## src/rtl/uart_rx_8n1.sv

```systemverilog
// 8N1 serial receiver: a 2-flop synchronizer, a centre-sampling bit FSM and a
// single-entry valid/ready output holding register with frame/overrun pulses.
`timescale 1ns/1ps
module uart_rx_8n1 #(
  parameter int CLKS_PER_BIT = 100
) (
  input  logic       clk,
  input  logic       rst_n,
  input  logic       rx,
  output logic [7:0] rx_data,
  output logic       rx_valid,
  input  logic       rx_ready,
  output logic       frame_err,
  output logic       overrun,
  output logic       busy
);

  localparam int HALF = CLKS_PER_BIT / 2;
  localparam int CW   = $clog2(CLKS_PER_BIT);

  typedef enum logic [2:0] {
    IDLE      = 3'd0,
    START     = 3'd1,
    DATA      = 3'd2,
    STOP      = 3'd3,
    WAIT_HIGH = 3'd4
  } state_t;

  state_t        state_q, state_d;
  logic          sync1_q, sync2_q;
  logic [CW-1:0] cnt_q, cnt_d;
  logic [2:0]    idx_q, idx_d;
  logic [7:0]    shift_q, shift_d;
  logic [7:0]    rx_data_q, rx_data_d;
  logic          rx_valid_q, rx_valid_d;
  logic          frame_err_q, frame_err_d;
  logic          overrun_q, overrun_d;
  logic          rx_s;
  logic          bit_end;
  logic          half_end;

  assign rx_s     = sync2_q;
  assign bit_end  = (cnt_q == CW'(CLKS_PER_BIT - 1));
  assign half_end = (cnt_q == CW'(HALF - 1));

  always_ff @(posedge clk or negedge rst_n) begin
    if (!rst_n) begin
      sync1_q     <= 1'b1;
      sync2_q     <= 1'b1;
      state_q     <= IDLE;
      cnt_q       <= '0;
      idx_q       <= '0;
      shift_q     <= '0;
      rx_data_q   <= '0;
      rx_valid_q  <= 1'b0;
      frame_err_q <= 1'b0;
      overrun_q   <= 1'b0;
    end else begin
      sync1_q     <= rx;
      sync2_q     <= sync1_q;
      state_q     <= state_d;
      cnt_q       <= cnt_d;
      idx_q       <= idx_d;
      shift_q     <= shift_d;
      rx_data_q   <= rx_data_d;
      rx_valid_q  <= rx_valid_d;
      frame_err_q <= frame_err_d;
      overrun_q   <= overrun_d;
    end
  end

  always_comb begin
    state_d = state_q;
    case (state_q)
      IDLE:      if (!rx_s) state_d = START;
      START:     if (half_end) state_d = rx_s ? IDLE : DATA;
      DATA:      if (bit_end && idx_q == 3'd7) state_d = STOP;
      STOP:      if (bit_end) state_d = rx_s ? IDLE : WAIT_HIGH;
      WAIT_HIGH: if (rx_s) state_d = IDLE;
      default:   state_d = IDLE;
    endcase
  end

  always_comb begin
    cnt_d       = cnt_q + CW'(1);
    idx_d       = idx_q;
    shift_d     = shift_q;
    rx_data_d   = rx_data_q;
    // An accepted byte leaves unless a new one lands in the same cycle below.
    rx_valid_d  = rx_valid_q & ~rx_ready;
    frame_err_d = 1'b0;
    overrun_d   = 1'b0;

    case (state_q)
      START: if (half_end) idx_d = 3'd0;
      DATA: begin
        if (bit_end) begin
          shift_d[idx_q] = rx_s;
          idx_d          = idx_q + 3'd1;
          cnt_d          = '0;
        end
      end
      STOP: begin
        if (bit_end) begin
          if (!rx_s) begin
            frame_err_d = 1'b1;
          end else if (!rx_valid_q || rx_ready) begin
            rx_data_d  = shift_q;
            rx_valid_d = 1'b1;
          end else begin
            overrun_d = 1'b1;
          end
        end
      end
      default: ;
    endcase

    // Idle-type states hold the counter at zero so it never wraps while waiting.
    if (state_d != state_q || state_q == IDLE || state_q == WAIT_HIGH) cnt_d = '0;
  end

  assign rx_data   = rx_data_q;
  assign rx_valid  = rx_valid_q;
  assign frame_err = frame_err_q;
  assign overrun   = overrun_q;
  assign busy      = (state_q != IDLE);

endmodule

```

## config.mk

```make
export PLATFORM = sky130hd
export DESIGN_NAME = uart_rx_8n1
export DESIGN_NICKNAME = d
export VERILOG_FILES = /design/src/rtl/uart_rx_8n1.sv
export SDC_FILE = /design/constraint.sdc
export NUM_CORES = 1
export LEC_CHECK = 0
export CORE_UTILIZATION = 40
export CTS_BUF_LIST = sky130_fd_sc_hd__clkbuf_2
export CTS_CLUSTER_SIZE = 20
export DETAILED_ROUTE_END_ITERATION = 16
export DONT_BUFFER_PORTS = 1
export HOLD_SLACK_MARGIN = 0.1
export PLACE_DENSITY_LB_ADDON = 0.08
export SKIP_CTS_REPAIR_TIMING = 1
export SLEW_MARGIN = 10
export SYNTH_ARGS = -nofsm -noshare
export SYNTH_HDL_FRONTEND = slang
export SYNTH_SLANG_ARGS = --single-unit
```

## constraint.sdc

```tcl
create_clock -name clk -period 4.8 [get_ports clk]
set_input_delay 0.72 -clock clk [delete_from_list [all_inputs] [get_ports clk]]
set_output_delay 0.72 -clock clk [all_outputs]
set_load 0.02 [all_outputs]
```

=== Yosys cells after proc, flatten, opt, wreduce, memory -nomap -nowiden ===
Cells that the tools add are included.

* Register bits: 34
* Output and inout bits: 12
* Word-level logic and storage cells: 66

* Add/subtract/negate cells: 2
* Order comparisons: 2
* Eq/ne operators: 10
* Mux-type cells: 28
* Bitwise operators: 2
* Reductions and logical operators: 12

{| class="wikitable"
|+ Operators by type and width
! cell !! count
|-
| $mux W3 || 8
|-
| $mux W7 || 3
|-
| $pmux W3 S5 || 1
|-
| $mux W1 || 12
|-
| $bwmux W8 || 1
|-
| $add A7 B1 Y7 const B || 1
|-
| $eq A7 B6 Y1 const B || 1
|-
| $eq A7 B7 Y1 const B || 1
|-
| $eq A3 B2 Y1 const B || 2
|-
| $eq A3 B3 Y1 const B || 2
|-
| $pmux W3 S2 || 1
|-
| $lt A3 B4 Y1 const B || 1
|-
| $ne A2 B2 Y1 const B || 2
|-
| $reduce_and A4 Y1 || 1
|-
| $add A3 B1 Y3 const B || 1
|-
| $demux W1 S3 || 1
|-
| $eq A3 B1 Y1 const B || 1
|-
| $ge A3 B1 Y1 const B || 1
|-
| $logic_not A3 Y1 || 1
|-
| $logic_or A1 B1 Y1 || 3
|-
| $ne A3 B3 Y1 || 1
|-
| $reduce_and A3 Y1 || 1
|-
| $reduce_bool A3 Y1 || 1
|-
| $logic_and A1 B1 Y1 || 2
|-
| 6 further kinds || 6
|}

=== Logic depth before layout (Yosys ltp) ===
Gate-level depths: netlist of run 1.

* Depth in word-level cells: 8
* Mapped depth: 6
* Depth with buffers taken out: 6

=== Least setup slack after synthesis of run 1 ===
Ideal clock, no wire load.

* Path type: register to register
* Start point: register cnt_q[3]
* End point: register rx_data_q[0], in the netlist rx_data[0]
* Setup time: 125 ps
* Arrival: 1,714 ps
* Required time: 4,675 ps
* Slack: 2,962 ps
* Cell stages (with the launch flop): 6
* Buffers on the path: 1
* Clock period less this slack: 1,838 ps
* Cell sequence: dfrtp_1 -> or3b_4 -> nor2_1 -> and4_1 -> buf_2 -> mux2_2

* Cells in the longest elaborated chain, start to end: 2

{| class="wikitable"
|+ RTL lines
! what !! RTL line !! RTL
|-
| from (decl) || 31 || <nowiki>logic [CW-1:0] cnt_q, cnt_d;</nowiki>
|-
| from (signal assigned) || 62 || <nowiki>cnt_q <= cnt_d;</nowiki>
|-
| $eq A7 B7 Y1 || 43 || <nowiki>assign bit_end = (cnt_q == CW'(CLKS_PER_BIT - 1));</nowiki>
|-
| $reduce_and A4 Y1 (no line) || n/a ||
|-
| to (signal assigned) || 65 || <nowiki>rx_data_q <= rx_data_d;</nowiki>
|-
| to (decl) || 34 || <nowiki>logic [7:0] rx_data_q, rx_data_d;</nowiki>
|}

No other way between the ends.
A chain may end at the register's enable or synchronous reset.

=== Worst setup path in the final report of run 1 ===
* Start point: register cnt_q[3]
* End point: register shift_q[4]

* Cells in the longest elaborated chain, start to end: 2

{| class="wikitable"
|+ RTL lines
! what !! RTL line !! RTL
|-
| $eq A7 B7 Y1 || 43 ||
|-
| $reduce_and A2 Y1 (no line) || n/a ||
|-
| to (signal assigned) || 64 || <nowiki>shift_q <= shift_d;</nowiki>
|-
| to (decl) || 33 || <nowiki>logic [7:0] shift_q, shift_d;</nowiki>
|}

No other way between the ends.

==> run_results.csv, run 1 <==
group,metric,value,unit
status,status,"complete, no violations",
floorplan,coreArea,3689,um2
global_route,grt_max_degree,35,
placement,hpwl,1737,um
finish,area_growth,6.597,%
clocking,clockBufferDepth,2,
logic_synthesis,synth_edf_count,0,
global_route,overflow,0,
logic_synthesis,yosysTopAreaCellShare,0.5149,
drt,ant_nets,0,
drt,top_layer,"met4",
logic_synthesis,ys_ff_latch,34,
clocking,cts_htree_levels,2,
worst_setup_path,path_class,"reg -> reg",
worst_setup_path,r2r_cells,4,
clocking,path_clk_slew,160,ps
timing,fmax,0.4520,GHz
clocking,cts_buffers,5,
pwr,leakage,0.0007620,uW
hold_path,worstHoldPathType,"in -> async",
drt,drt_iter0_markers,65,
worst_setup_path,worstPathMaxFanout,13,
clocking,cts_root_buf,"clkbuf_2",
worst_setup_path,path_cells,"or3b_4 -> nor4_4 -> and4bb_2 -> mux2_2",
job,max_cap_violations,0,
logic_synthesis,synth_area_leaders,"dfrtp_1, mux2_2, dfstp_2, nor2_1, ha_1",
finish,layout-drive-gt1-share,0.2239,
drt,wirelength,2625,um
logic_synthesis,synthTopCellsByCount,"dfrtp_1, mux2_2, nor2_1",
logic_synthesis,ys_seq_area_frac,0.5487,
finish,fin_cells,182,
worst_setup_path,reg2reg_slack,2590,ps
timing,setup_violations,0,
logic_synthesis,syn_area,1555,um2
worst_setup_path,cp.arrival,2470,ps
logic_synthesis,synth.distinct_cells,34,
placement,placed_cells,172,
timing,fin_ws,2588,ps
clocking,clock_sinks,34,
logic_synthesis,ys_async_sr_fraction,1.000,
worst_setup_path,reg2reg_from,"cnt_q[3]",
timing,timing.setup.tns,0,ps
drt,met1_length,1268,um
worst_setup_path,max_stage_delay,540,ps
timing,slew_headroom,0.5951,
floorplan,ios,16,
timing,post-route-period-util,0.4609,
drt,via_count,969,
logic_synthesis,synth.net_count,137,
placement,place.gp.congestion,0.8223,
drt,drt_first_pass_iters,4,
timing,finalHoldViolCount,0,
logic_synthesis,yosysMostFrequentCell,"dfrtp_1",
floorplan,rows,22,
logic_synthesis,dominantRegCellSynth,"dfrtp_1",
timing,finalMaxSlewViolations,0,
finish,fill_cells,362,
placement,place_ws,2607,ps
placement,port_buffers,0,
timing,whs,176.5,ps
floorplan,start_util,0.4216,
floorplan,die_h,64.36,um
logic_synthesis,syn_inst,129,
clocking,cts_tree,"built",
floorplan,die_x,64.36,um
pwr,peakVddDrop,118.1,uV
timing,fin_skew,12.65,ps
finish,multi_input_area,661.9,um2
finish,ff_latch_area,853.3,um2
clocking,clk_latency,360,ps
finish,design_area,1658,um2
pwr,powerDensity,256.6,nW/um2
worst_setup_path,reg2reg_to,"shift_q[4]",
drt,drt-vias-per-instance,5.324,
global_route,grt_pass1_wl,4657,um
placement,placement.cell_area,1587,um2
floorplan,dieArea,4142,um2
logic_synthesis,synth.yosys.warnings,0,
drt,wl_met2,1182,um
logic_synthesis,syn-mean-instance-area,12.06,um2
drt,avgRoutedWirePerCell,14.42,um
logic_synthesis,synth_top_cell_by_area,"dfrtp_1",
global_route,grt_use_total,0.1510,
timing,worstMarginPinSlew,602.9,ps
drt,drc,0,
worst_setup_path,crit_required,5060,ps
global_route,grt_pass1_vias,1011,
finish,antenna_cells,0,
finish,nets,141,
timing,period_needed,2212,ps
drt,wl_met3,120,um
worst_setup_path,end_kind,"flip-flop",
worst_setup_path,slowest_stage,"nor4_4",
global_route,grt_antenna_before_repair,0,
worst_setup_path,start_kind,"flip-flop",
timing,rsz0062_at_grt,"no",
where the power goes:
group	internal, uW	switching, uW	total, uW
combinational	2.42	5.27	7.69
sequential	288	1.72	290
clock	33.2	94.5	128
layer usage:
layer,vias to the layer above,global-route usage
met5,-,0
met4,0,0.08333
met3,7,0.04821
met2,21,0.2184
met1,471,0.1982
li1,470,-
logic make-up (layout without fill, tap and decap cells):
| kind of cell | after synthesis | after routing | share of synthesized area |
|---|---|---|---|
| DFF | 34 | 34 | 0.5487 |
| and+or+nand+nor | 49 | 49 | 0.1955 |
| adders and majority gates | 4 | 4 | 0.03218 |
| buffers and inverters | 8 | 13 | 0.02575 |
| xor gates and xnor gates | 4 | 4 | 0.02253 |
| AOI/OAI and AO/OA | 13 | 13 | 0.05229 |
| muxes | 17 | 17 | 0.1231 |
how the worst max path moves through the flow:
stage	from	to	slack (ps)	cells past startpoint
detailed placement	cnt_q[3]	shift_q[4]	2610	4
floorplan	cnt_q[3]	rx_data[0]	2960	5
CTS	cnt_q[3]	shift_q[4]	2570	4
global placement	cnt_q[3]	shift_q[4]	2670	4
global route	cnt_q[0]	shift_q[4]	2480	5
finish	cnt_q[3]	shift_q[4]	2590	4
layout make-up:
type	instances	share of cell area
Clock buffer	5	0.01509
Clock inverter	3	0.009811
Inverter	3	0.006792
Multi-Input combinational cell	87	0.3992
Sequential cell	34	0.5147
Tap cell	48	0.03623
Timing Repair Buffer	2	0.01811
through the flow:
step	utilization	total power (uW)
after global placement	0.4301	295.5
after CTS	0.4413	425.5
after detailed placement	0.4301	295.6
final	0.4495	425.4
after global routing	0.4495	450.5
after floorplan	-	294.9
registers in the layout, indices dropped and copies added (netlist names):
signal     flops
rx_data        8
shift_q        8
cnt_q          7
idx_q          3
state_q        3
frame_err      1
overrun        1
rx_s           1
rx_valid       1
sync1_q        1
cells in the final DEF (no fill, tap or decap), drive strengths merged, types with 3 or more instances in the layout:
| cell type | n |
|---|---|
| a21oi | 7 |
| clkbuf | 5 |
| dfrtp | 32 |
| ha | 4 |
| inv | 3 |
| mux2 | 17 |
| nand2 | 3 |
| nand3 | 5 |
| nand3b | 4 |
| nand4b | 4 |
| nor2 | 14 |
| or3 | 3 |
| xnor2 | 3 |
worst max-delay path, delay by kind of cell (launching register included):
| kind | cells | cell delay [ps] |
|---|---|---|
| flops | 1 | 470 |
| mux | 1 | 330 |
| simple gates | 3 | 1320 |
No activity file was read; power rests on OpenSTA's default activity.
==> run 2, diff against run 1 <==
ABC_AREA = 1   (was default)
clock period = 1.82 ns   (was 4.8 ns; I/O delays follow)
==> run 2 against run 1 <==
Count of clock-buffer cells in the layout did not move. Register-to-register slack got worse by 2500 ps. Highest routed layer unchanged. Global-route usage rose by 2.3 points.
==> run_results.csv, run 2 <==
group,metric,value,unit
logic_synthesis,synth.yosys.warnings,0,
drt,wl_met2,1327,um
clocking,cts_root_buf,"clkbuf_2",
logic_synthesis,synth_area_leaders,"dfrtp_1, nand2_1, nand3_1, inv_1, dfstp_2",
worst_setup_path,crit_buf_inv,1,
placement,place_ws,154.7,ps
drt,ant_nets,0,
drt,via_count,1175,
floorplan,rows,22,
placement,port_buffers,0,
logic_synthesis,syn-mean-instance-area,9.122,um2
worst_setup_path,slowest_stage,"dfrtp_1",
clocking,cts_buffers,5,
floorplan,start_util,0.4298,
logic_synthesis,ys_seq_area_frac,0.5226,
pwr,leakage,0.0008632,uW
logic_synthesis,syn_inst,179,
pwr,peakVddDrop,266.8,uV
finish,nets,196,
finish,antenna_cells,0,
global_route,overflow,0,
timing,period_needed,1690,ps
timing,slew_headroom,0.7272,
timing,finalHoldViolCount,0,
timing,fmax,0.5919,GHz
worst_setup_path,crit_required,2090,ps
floorplan,dieArea,4341,um2
finish,fill_cells,368,
global_route,grt_pass1_wl,5589,um
drt,drc,0,
drt,wl_met3,128,um
pwr,internal_power,996.0,uW
drt,top_layer,"met4",
placement,hpwl,2200,um
job,max_cap_violations,0,
logic_synthesis,dominantRegCellSynth,"dfrtp_1",
worst_setup_path,crit_cells,8,
drt,avgRoutedWirePerCell,12.94,um
hold_path,worstHoldPathType,"in -> async",
finish,final_common_cell,"nand2_1",
logic_synthesis,syn_area,1633,um2
floorplan,coreArea,3799,um2
timing,finalMaxSlewViolations,0,
logic_synthesis,synth.net_count,187,
global_route,grt_pass1_vias,1208,
placement,place.gp.congestion,0.8327,
clocking,cts_tree,"built",
timing,fin_skew,10.06,ps
clocking,cts_htree_levels,2,
pwr,finalPower,1278,uW
pwr,switching_share,0.2206,
clocking,clockBufferDepth,2,
floorplan,die_h,65.89,um
drt,drt_first_pass_iters,4,
logic_synthesis,ys_ff_latch,34,
logic_synthesis,synth.distinct_cells,27,
logic_synthesis,synthTopCellsByCount,"nand2_1, dfrtp_1, nand3_1",
pwr,powerDensity,712.7,nW/um2
status,status,"complete, no violations",
worst_setup_path,cp.arrival,1960,ps
global_route,grt_max_degree,35,
timing,post-route-period-util,0.9283,
drt,met1_length,1524,um
worst_setup_path,worstPathMaxFanout,7,
worst_setup_path,path_cells,"ha_1 -> inv_1 -> nor2_2 -> nand3_4 -> nand2_1 -> nand2_1 -> o21ai_4 -> nor3_1",
worst_setup_path,cpLargestDelayFamily,"simple AND/OR/NAND/NOR gates",
finish,multi_input_area,706.9,um2
worst_setup_path,max_stage_delay,440,ps
finish,layout-drive-gt1-share,0.1534,
clocking,path_clk_slew,180,ps
logic_synthesis,ys_async_sr_fraction,1.000,
pwr,combPwrFrac,0.021,
floorplan,die_x,65.89,um
timing,worstMarginPinSlew,408.2,ps
global_route,grt_use_total,0.1742,
clocking,clk_latency,380,ps
finish,mostFrequentLayoutCells,"nand2_1, dfrtp_1, nand3_1",
logic_synthesis,yosysMostFrequentCell,"nand2_1",
worst_setup_path,r2r_cells,8,
drt,drt_iter0_markers,115,
finish,area_growth,9.808,%
worst_setup_path,path_class,"reg -> reg",
pwr,pwr-share-clk,0.383,
worst_setup_path,crit_path_frequent_cell,"nand2_1",
pwr,switchingPower,281.9,uW
global_route,grt_antenna_before_repair,0,
drt,drt-vias-per-instance,4.958,
logic_synthesis,synth_edf_count,0,
worst_setup_path,end_kind,"flip-flop",
pwr,power_frac_seq,0.596,
logic_synthesis,synth_top_cell_by_area,"dfrtp_1",
finish,ff_latch_area,853.3,um2
logic_synthesis,yosysTopAreaCellShare,0.4904,
timing,setup_violations,0,
drt,wirelength,3067,um
clocking,clock_sinks,34,
timing,rsz0062_at_grt,"yes",
floorplan,ios,16,
timing,fin_ws,130.4,ps
worst_setup_path,start_kind,"flip-flop",
[run 2: final cells by class]
type,count,area share
clock buffer,5,0.01396
clock inverter,3,0.02233
inverter,16,0.03350
multi-input combinational,127,0.3943
sequential,34,0.4759
tap,48,0.03350
timing repair buffer,4,0.02652
[run 2: cell families (layout without fill, tap and decap cells)]
kind of cell / count (synthesis) / count (layout) / share of synthesized area
compound gates: 15 / 15 / 0.05824
xor+xnor: 3 / 3 / 0.01609
fa+ha+maj: 4 / 4 / 0.03065
buf+inv: 19 / 28 / 0.04828
flops: 34 / 34 / 0.5226
simple gates: 104 / 105 / 0.3241
[run 2: power by group through the flow]
| stage | clock network, uW | registers (uW) | logic [uW] |
|---|---|---|---|
| floorplan | 0 | 775 | 3.62 |
| global placement | 0 | 775 | 4.10 |
| detailed placement | 0 | 775 | 4.15 |
| CTS | 512 | 762 | 4.18 |
| global route | 546 | 762 | 31.1 |
| finish | 490 | 761 | 26.6 |
[run 2: per-layer routing]
metal  track usage  vias to the layer above
met1        0.2245                      537
met2        0.2602                       28
met3       0.05690                       10
met4       0.08424                        0
met5             0                        -
li1              -                      600
[run 2: path summary, 6_finish.rpt]
path	from	to	slack, ps
worst min-delay path	rst_n	rx_data[1]	310
worst max-delay path	cnt_q[0]	cnt_q[4]	130
max in group asynchronous	rst_n	sync1_q	1260
worst max register to register	cnt_q[0]	cnt_q[4]	130
min in group clk	rx_ready	rx_valid	320
worst min register to register	sync1_q	rx_s	370
[run 2: through the flow]
step | hold WS (ps) | std cells | area (um2) | setup TNS (ps) | util
global placement | -21.83 | 224 | 1674 | 0 | 0.4407
global route | 280.1 | 237 | 1793 | -4.106 | 0.4720
detailed placement | -21.63 | 224 | 1674 | 0 | 0.4407
CTS | -480.2 | 232 | 1739 | 0 | 0.4578
floorplan | -22.59 | 179 | 1633 | 0 | -
finish | 308.4 | 237 | 1793 | 0 | 0.4720
==> run 3, diff against run 2 <==
ABC_AREA = default   (was 1)
CORE_UTILIZATION = 54   (was 40)
SKIP_LAST_GASP = 1   (was default)
==> run 3 against run 2 <==
Register-to-register slack lost 110 ps. Sequential share of layout area shrank 0.85 points. First-iteration DRC count shrank 81%. Sequential power is essentially flat. Global-route usage grew 3.2 points. Combinational power grew 12%. Count of clock-buffer cells in the layout grew 1. Clock skew grew 6.1 ps. Critical path depth shrank 3. Worst setup slack lost 110 ps. Critical endpoint is now shift_q[7]. Largest cell class unchanged.
==> run_results.csv, run 3 (same netlist as run 1, synthesis figures left out) <==
group,metric,value,unit
global_route,grt_pass1_wl,4781,um
placement,place.gp.congestion,0.8774,
worst_setup_path,reg2reg_slack,20,ps
finish,final_common_cell,"dfrtp_1",
placement,port_buffers,0,
timing,period_needed,1800,ps
job,max_cap_violations,0,
floorplan,die_h,55.67,um
timing,worstMarginPinSlew,416.2,ps
worst_setup_path,end_kind,"flip-flop",
floorplan,coreArea,2734,um2
pwr,finalPower,1134,uW
timing,fin_ws,19.58,ps
status,status,"complete, no violations",
finish,layout-drive-gt1-share,0.3377,
drt,ant_nets,0,
clocking,clockBufferDepth,2,
drt,drc,0,
clocking,clk_latency,380,ps
floorplan,start_util,0.5689,
clocking,cts_htree_levels,2,
global_route,overflow,0,
finish,antenna_cells,0,
finish,area_growth,17.38,%
clocking,cts_root_buf,"clkbuf_2",
global_route,grt_pass1_vias,1073,
worst_setup_path,path_class,"reg -> reg",
worst_setup_path,cp.arrival,2090,ps
drt,drt-vias-per-instance,5.775,
timing,finalHoldViolCount,0,
timing,fin_skew,16.20,ps
finish,design_area,1826,um2
placement,hpwl,1899,um
clocking,path_clk_slew,160,ps
global_route,grt_antenna_before_repair,0,
timing,fmax,0.5554,GHz
global_route,grt_max_degree,35,
pwr,powerDensity,621.0,nW/um2
finish,mostFrequentLayoutCells,"dfrtp_1, nor2_1, buf_4",
global_route,grt_use_total,0.2063,
clocking,cts_tree,"built",
drt,drt_first_pass_iters,4,
pwr,peakVddDrop,605.7,uV
floorplan,dieArea,3099,um2
worst_setup_path,crit_required,2110,ps
worst_setup_path,start_kind,"flip-flop",
drt,drt_iter0_markers,22,
clocking,clock_sinks,34,
timing,rsz0062_at_grt,"yes",
drt,via_count,1051,
timing,finalMaxSlewViolations,0,
floorplan,die_x,55.67,um
finish,nets,158,
floorplan,rows,19,
hold_path,worstHoldPathType,"in -> async",
timing,timing.setup.tns,0,ps
finish,utilization,0.6677,
floorplan,ios,16,
drt,avgRoutedWirePerCell,15.40,um
drt,wirelength,2802,um
placement,place_ws,26.63,ps
worst_setup_path,worstPathMaxFanout,4,
timing,setup_violations,0,
placement,placement.cell_area,1685,um2
clocking,cts_buffers,5,
timing,post-route-period-util,0.9892,
timing,slew_headroom,0.7186,
pwr,leakage,0.0008652,uW
run 3: cell types whose count changed in the layout (fill, tap and decap cells not counted), moves of 8 or more:
cell	previous run	this run
buf_4	1	13
nand3_1	21	5
o21ai_1	8	0
mux2_4	0	8
mux2_2	0	8
nand2_1	50	3
inv_1	16	3
run 3: final timing paths:
path                                from    endpoint  cells past startpoint
worst max-delay path            cnt_q[3]  shift_q[7]                      5
worst min-delay path               rst_n   frame_err                      2
worst max register to register  cnt_q[3]  shift_q[7]                      5
worst min register to register   sync1_q        rx_s                      0
max in group asynchronous          rst_n     sync1_q                      2
min in group clk                 sync1_q        rx_s                      0
run 3: routing by layer:
metal | track usage | up-vias | wire (um)
li1 | - | 497 | -
met1 | 0.2667 | 524 | 1312
met2 | 0.3133 | 26 | 1324
met3 | 0.04884 | 4 | 127
met4 | 0.1286 | 0 | 37
met5 | 0 | - | 0
run 3: stage by stage:
stage                     hold slack [ps]  instances
after detailed placement           -21.92        169
after CTS                          -486.8        177
after global placement             -21.93        169
final                               305.5        182
after global routing                308.5        182
after floorplan                    -22.59        129
run 3: critical path, cell delays in order (launching register included):
cell     delay, ps
dfrtp_1        410
or3b_4         430
nor4_4         280
buf_4          170
nand4_1        110
mux2_4         320
run 3: layout make-up:
cell class,count,area (um2)
Clock buffer,6,30.03
Timing Repair Buffer,19,178.9
Fill cell,208,908.4
Tap cell,31,38.79
Sequential cell,34,853.3
Multi-Input combinational cell,87,703.2
Inverter,3,11.26
Clock inverter,2,10.01
run 3: power by group:
group | internal (uW) | leakage (uW) | switching [uW]
Combinational | 10.7 | 0.000379 | 19.1
Clock | 96.3 | 0.0000327 | 246
Sequential | 760 | 0.000453 | 1.25
Total | 867 | 0.000865 | 267
